`config.mk`:
```
export PLATFORM = sky130hd
export DESIGN_NAME = hamming_secded_pipeline
export DESIGN_NICKNAME = d
export VERILOG_FILES = /design/src/rtl/hamming_secded_pipeline.sv
export SDC_FILE = /design/constraint.sdc
export NUM_CORES = 1
export LEC_CHECK = 0
export CAP_MARGIN = 30
export CORE_MARGIN = 2
export CORE_UTILIZATION = 40
export DETAILED_ROUTE_END_ITERATION = 10
export HOLD_SLACK_MARGIN = 0.08
export PLACE_DENSITY_LB_ADDON = 0.25
export SETUP_SLACK_MARGIN = 0.15
export SLEW_MARGIN = 10
export SYNTH_ARGS = -nofsm -noshare
export SYNTH_HDL_FRONTEND = slang
export SYNTH_SLANG_ARGS = --single-unit
```
`constraint.sdc`:
```
create_clock -name reloj -period 3.7 [get_ports reloj]
set_clock_uncertainty 0.1 [all_clocks]
set_input_delay 0.74 -clock reloj [delete_from_list [all_inputs] [get_ports reloj]]
set_output_delay 0.74 -clock reloj [all_outputs]
set_load 0.02 [all_outputs]
```
`src/rtl/hamming_secded_pipeline.sv`:
```
// ----------------------------------------------------------------------------
// hamming_secded_pipeline
//   Three-stage registered Hamming SEC/DED (8,4) datapath:
//     stage 1: encode dato_entrada into an 8-bit codeword. dato_error is
//              registered alongside it so the two stay aligned.
//     stage 2: build the received word by replacing the data bits with
//              dato_error. Compute the syndrome and the overall-parity check.
//     stage 3: correct single errors (including a p0 error) and flag double
//              errors.
//   Codeword bit i holds Hamming position i for i = 1..7, and bit 0 holds the
//   overall parity p0: {d3,d2,d1,p4,d0,p2,p1,p0}.
//   The pipeline accepts one nibble per cycle and has no handshake.
//
// Ports
//   reloj                 in   1  clock, rising edge
//   rst_n                 in   1  asynchronous active-low reset
//   dato_entrada          in   4  nibble to encode
//   dato_error            in   4  nibble as received (error injection)
//   palabra               out  8  encoded codeword              (latency 1)
//   recibido              out  8  received codeword             (latency 2)
//   s1, s2, s3            out  1  syndrome bits 0..2            (latency 2)
//   st                    out  1  overall parity of recibido    (latency 2)
//   error_simple          out  1  single-error flag             (latency 2)
//   error_doble           out  1  double-error flag             (latency 2)
//   corregido             out  4  corrected data nibble         (latency 3)
//   palabra_corregida     out  8  corrected codeword            (latency 3)
//   simplerror_detectado  out  1  single error corrected        (latency 3)
//   doblerror_detectado   out  1  uncorrectable double error    (latency 3)
//   led_doblerror         out  1  LED drive, same as doblerror_detectado
// ----------------------------------------------------------------------------
module hamming_secded_pipeline (
    input  logic       reloj,
    input  logic       rst_n,
    input  logic [3:0] dato_entrada,
    input  logic [3:0] dato_error,
    output logic [7:0] palabra,
    output logic [7:0] recibido,
    output logic       s1,
    output logic       s2,
    output logic       s3,
    output logic       st,
    output logic       error_simple,
    output logic       error_doble,
    output logic [3:0] corregido,
    output logic [7:0] palabra_corregida,
    output logic       simplerror_detectado,
    output logic       doblerror_detectado,
    output logic       led_doblerror
);

    // ---------------- stage 1: encode ----------------
    logic [7:0] w_cod;
    logic [7:0] r_palabra;
    logic [3:0] r_dato_error;

    always_comb begin
        w_cod    = '0;
        w_cod[3] = dato_entrada[0];
        w_cod[5] = dato_entrada[1];
        w_cod[6] = dato_entrada[2];
        w_cod[7] = dato_entrada[3];
        w_cod[1] = dato_entrada[0] ^ dato_entrada[1] ^ dato_entrada[3];
        w_cod[2] = dato_entrada[0] ^ dato_entrada[2] ^ dato_entrada[3];
        w_cod[4] = dato_entrada[1] ^ dato_entrada[2] ^ dato_entrada[3];
        w_cod[0] = ^w_cod[7:1];
    end

    always_ff @(posedge reloj or negedge rst_n) begin
        if (!rst_n) begin
            r_palabra    <= '0;
            r_dato_error <= '0;
        end else begin
            r_palabra    <= w_cod;
            r_dato_error <= dato_error;
        end
    end

    // ---------------- stage 2: receive + syndrome ----------------
    logic [7:0] w_rec;
    logic       w_s1, w_s2, w_s3, w_st;
    logic [7:0] r_recibido;
    logic       r_s1, r_s2, r_s3, r_st;
    logic       r_error_simple, r_error_doble;

    // The parity bits pass through unchanged. Only the data positions take
    // the injected nibble.
    always_comb begin
        w_rec    = r_palabra;
        w_rec[3] = r_dato_error[0];
        w_rec[5] = r_dato_error[1];
        w_rec[6] = r_dato_error[2];
        w_rec[7] = r_dato_error[3];
    end

    assign w_s1 = w_rec[1] ^ w_rec[3] ^ w_rec[5] ^ w_rec[7];
    assign w_s2 = w_rec[2] ^ w_rec[3] ^ w_rec[6] ^ w_rec[7];
    assign w_s3 = w_rec[4] ^ w_rec[5] ^ w_rec[6] ^ w_rec[7];
    assign w_st = ^w_rec;

    always_ff @(posedge reloj or negedge rst_n) begin
        if (!rst_n) begin
            r_recibido     <= '0;
            r_s1           <= 1'b0;
            r_s2           <= 1'b0;
            r_s3           <= 1'b0;
            r_st           <= 1'b0;
            r_error_simple <= 1'b0;
            r_error_doble  <= 1'b0;
        end else begin
            r_recibido     <= w_rec;
            r_s1           <= w_s1;
            r_s2           <= w_s2;
            r_s3           <= w_s3;
            r_st           <= w_st;
            r_error_simple <= w_st;
            r_error_doble  <= (w_s1 | w_s2 | w_s3) & ~w_st;
        end
    end

    // ---------------- stage 3: correct ----------------
    logic [2:0] w_syn;
    logic [7:0] w_corr;
    logic [7:0] r_palabra_corr;
    logic       r_simple_det, r_doble_det;

    assign w_syn = {r_s3, r_s2, r_s1};

    // With odd overall parity, the syndrome gives the bit to flip directly.
    // Syndrome 0 points at bit 0, which is the p0 error case. With even
    // parity, the word is either clean or a double error, and both pass
    // through uncorrected.
    always_comb begin
        w_corr = r_recibido;
        if (r_st)
            w_corr = r_recibido ^ (8'd1 << w_syn);
    end

    always_ff @(posedge reloj or negedge rst_n) begin
        if (!rst_n) begin
            r_palabra_corr <= '0;
            r_simple_det   <= 1'b0;
            r_doble_det    <= 1'b0;
        end else begin
            r_palabra_corr <= w_corr;
            r_simple_det   <= r_error_simple;
            r_doble_det    <= r_error_doble;
        end
    end

    // ---------------- outputs ----------------
    assign palabra              = r_palabra;
    assign recibido             = r_recibido;
    assign s1                   = r_s1;
    assign s2                   = r_s2;
    assign s3                   = r_s3;
    assign st                   = r_st;
    assign error_simple         = r_error_simple;
    assign error_doble          = r_error_doble;
    assign palabra_corregida    = r_palabra_corr;
    assign corregido            = {r_palabra_corr[7], r_palabra_corr[6],
                                   r_palabra_corr[5], r_palabra_corr[3]};
    assign simplerror_detectado = r_simple_det;
    assign doblerror_detectado  = r_doble_det;
    assign led_doblerror        = r_doble_det;

endmodule

```
**Word level (Yosys, flattened, before mapping)**

Cells that the tools add are included.

- Logic and storage cells: 35
- Bits in registers: 35

- Multiplexer cells: 1
- Shift operators: 1
- Reductions and logical operators: 2
- Bitwise logic cells: 20

Operators by type and width:

| cell | count |
|---|---|
| $xor A1 B1 Y1 | 15 |
| $mux W8 | 1 |
| $reduce_xor A8 Y1 | 1 |
| $shl A1 B3 Y8 const A | 1 |
| $xor A8 B8 Y8 | 1 |
| $reduce_xor A7 Y1 | 1 |
| $or A1 B1 Y1 | 2 |
| $and A1 B1 Y1 | 1 |
| $not A1 Y1 | 1 |

**Depth between registers and ports, before layout**

- Depth in word-level cells: 6
- Gate-level depth with buffers: 4
- Gate-level depth less buffers: 4

**Worst setup path after synthesis**

Ideal clock, no wire load.

- Path kind: register -> output
- From: reg, netlist name error_simple
- To: out st
- Cell stages (with the launch flop): 2
- Setup slack: 2.147 ns
- Required time: 2.860 ns
- Arrival time: 0.713 ns
- Buffers on the path: 1
- Cells stage by stage: dfrtp_1 > buf_4

RTL lines:

| element | RTL line | RTL |
|---|---|---|
| end: declaration | 41 | `output logic st,` |

**Worst setup path in the final report**

- From: reg r_s1 (netlist: s1)
- To: out s1

RTL lines:

| element | RTL line | RTL |
|---|---|---|
| start: declaration | 82 | `logic r_s1, r_s2, r_s3, r_st;` |
| start signal: assignment | 111 | `r_s1 <= w_s1;` |
| end: declaration | 38 | `output logic s1,` |

No word-level cell between the ends.

==> impl_results.md <==
- CP Buf/Inv Count: 1
- Critical path class: reg2out
- Critical-path cell list: clkdlybuf4s50_1
- Num rows: 20
- N_diodes: 0
- Mapped Area: 1230 sq um
- Max-slew violation count: 0
- CP Data Required Time: 2.86 ns
- Top_reg_cell synth: dfrtp_1
- Leakage power: 0.7379 nW
- Critical path capture point type: output pin
- Slew headroom: 0.7243
- Synthesized flop and latch total: 35
- Synth top area cells: dfrtp_1, xnor2_1, xor2_1
- Layout cell share with drive strength beyond 1: 0.07752
- Worst-case hold slack: 0.3169 ns
- FF-to-FF path depth: 4
- Layout area overhead: 44.35%
- Final setup margin: 1.383 ns
- Power per cell area: 686.2 nW/um^2
- Nets: 138
- Post-Syn Nets: 90
- First-pass DRT Iterations: 4
- Remaining routing DRC violations: 0
- Arrival time at the worst endpoint: 1.48 ns
- Sequential area share after synthesis: 0.7121
- Initial antenna violation count: 0
- Die height: 59.45 um
- DRT Wirelength: 1849 um
- Hold endpoint: doblerror_detectado$_DFF_PN0_
- Post-synthesis cell count: 80
- ANT nets after route: 0
- Hold Fails Final Rpt: 0
- WHS Path Cells: 0
- Number of global-route vias before repair: 724
- Buffers on Ports: 46
- Worst-path clk slew: 0.11 ns
- Cts bufs inserted: 5
- Fill cells: 240
- Status: finished, final reports clean
- Classification of the worst-slack hold path: reg2reg
- Util after Layout: 0.5962
- TritonCTS clock tree: built
- Dpl hpwl: 1394 um
- GRT Total Usage: 0.1265
- CTS Buffer Depth: 2
- Hold-fix buffers, CTS: 0
- Min Tclk post-route: 2.317 ns
- FMAX: 431.6 MHz
- Crit-path max FO: 9
- Worst Tran Pin Value: 0.4136 ns
- Starting Density: 0.4130
- Vias: 749
- Hold path start: error_doble$_DFF_PN0_
- GRT overflow: 0
- CP delay by family, top: buffers and inverters
- Worst-skew pair later-pin latency: 0.33 ns
- Max_cap viols: 0
- Pin count of the biggest net entering global routing: 36
- Area of the core: 2978 sq um
- Post-cts resize count: 0
- Fin crit share: 0.6262
- Worst R2R Start: r_dato_error[3]$_DFF_PN0_
- Setup TNS: 0 ns
- GPL Wtd Cong: 0.7742
- Boundary pin count: 47
- Count leader, synth: dfrtp_1
- Commonest cells post-synth: dfrtp_1, xnor2_1, xor2_1
- Syn avg cell area: 15.37 sq um
- DP Worst Slack: 1.761 ns
- CP max stage delay: 0.66 ns
- Routed len/inst: 11.41 um
- Setup violations, final: 0
- Worst r2r dst: error_doble$_DFF_PN0_
- Worst VDD drop: 0.3450 mV
- Htree depth: 2
- RSZ-0062 raised after global routing: false
- Clock sink count: 35
- Die ar.: 3534 sq um
- Cell taking the most area after synthesis: dfrtp_1
- First-pass GRT wire length: 3098 um
- Internal reg-to-reg setup slack: 2.28 ns
- Synth warn: 0
- Count of cell types in the netlist: 16
- Post-synth ARST share: 1.000
- Initial DRC Count: 12
- Number of synthesized flops with an enable pin: 0
- Die width: 59.45 um
- Post-synth top area share: 0.7121
- Post-CTS setup repair buffer count: 0
- Root buffer cell: clkbuf_4
- Slowest CP cell: clkdlybuf4s50_1
- CP Launch Type: flop
- Vias per cell: 4.623
==> power by group <==
part           internal (mW)  total, mW  leakage (nW)  switching (mW)
Combinational          0.219      0.433         0.284           0.213
Sequential             0.458      0.519         0.409          0.0605
Clock                  0.142      0.267        0.0452           0.125
==> cells by family after synthesis <==
family | synth area share
buf+inv | 0.03967
flops | 0.7121
simple gates | 0.05391
compound gates | 0.01017
xor+xnor | 0.1841
==> metal layers <==
layer / track usage / up-vias / share of wire / wire (um)
met5: 0 / - / 0 / 0
met4: 0.06818 / 0 / 0.022 / 40
met3: 0.08079 / 5 / 0.12 / 215
met2: 0.2041 / 40 / 0.49 / 908
met1: 0.1228 / 355 / 0.37 / 686
li1: - / 349 / - / -
==> cell type report <==
| cell class | count | area (sq um) | area share |
|---|---|---|---|
| inverter | 1 | 3.754 | 0.002114 |
| multi-input combinational | 38 | 305.3 | 0.1720 |
| clock inverter | 3 | 43.79 | 0.02467 |
| sequential | 35 | 875.8 | 0.4933 |
| tap | 33 | 41.29 | 0.02326 |
| timing repair buffer | 47 | 467.9 | 0.2636 |
| clock buffer | 5 | 37.54 | 0.02114 |
==> metrics by stage <==
step           area, sq um  cells  power, mW
3_3_place_gp          1694    154     0.9579
2_1_floorplan         1230     80     0.7633
5_1_grt               1775    162      1.285
6_report              1775    162      1.218
3_5_place_dp          1694    154     0.9645
4_1_cts               1775    162      1.232
==> sequential cells by signal, summed over array words and instances, names as in the netlist <==
signal / cells
s1: 1
r_dato_error: 4
error_doble: 1
palabra: 8
error_simple: 1
s3: 1
s2: 1
recibido: 8
palabra_corregida: 8
doblerror_detectado: 1
simplerror_detectado: 1
==> layout by cell type (no fill, tap or decap), types with 2 or more instances in the layout <==
cell             count
xnor2_1             17
nor2_1               2
clkbuf_4             5
nand4b_1             2
clkdlybuf4s50_1     46
xor2_1               7
nor3b_1              2
dfrtp_1             35
==> how the worst max path moves through the flow <==
stage                           start           end  slack [ns]  depth (start not counted)
6_report                 s1$_DFF_PN0_            s1        1.38                          1
5_1_grt        error_simple$_DFF_PN0_  error_simple        1.30                          1
4_1_cts                  s1$_DFF_PN0_            s1        1.37                          1
3_5_place_dp             s1$_DFF_PN0_            s1        1.76                          1
3_3_place_gp             s3$_DFF_PN0_            s3        1.80                          1
2_1_floorplan  error_simple$_DFF_PN0_            st        2.15                          1
(Power assumes the default switching activity.)
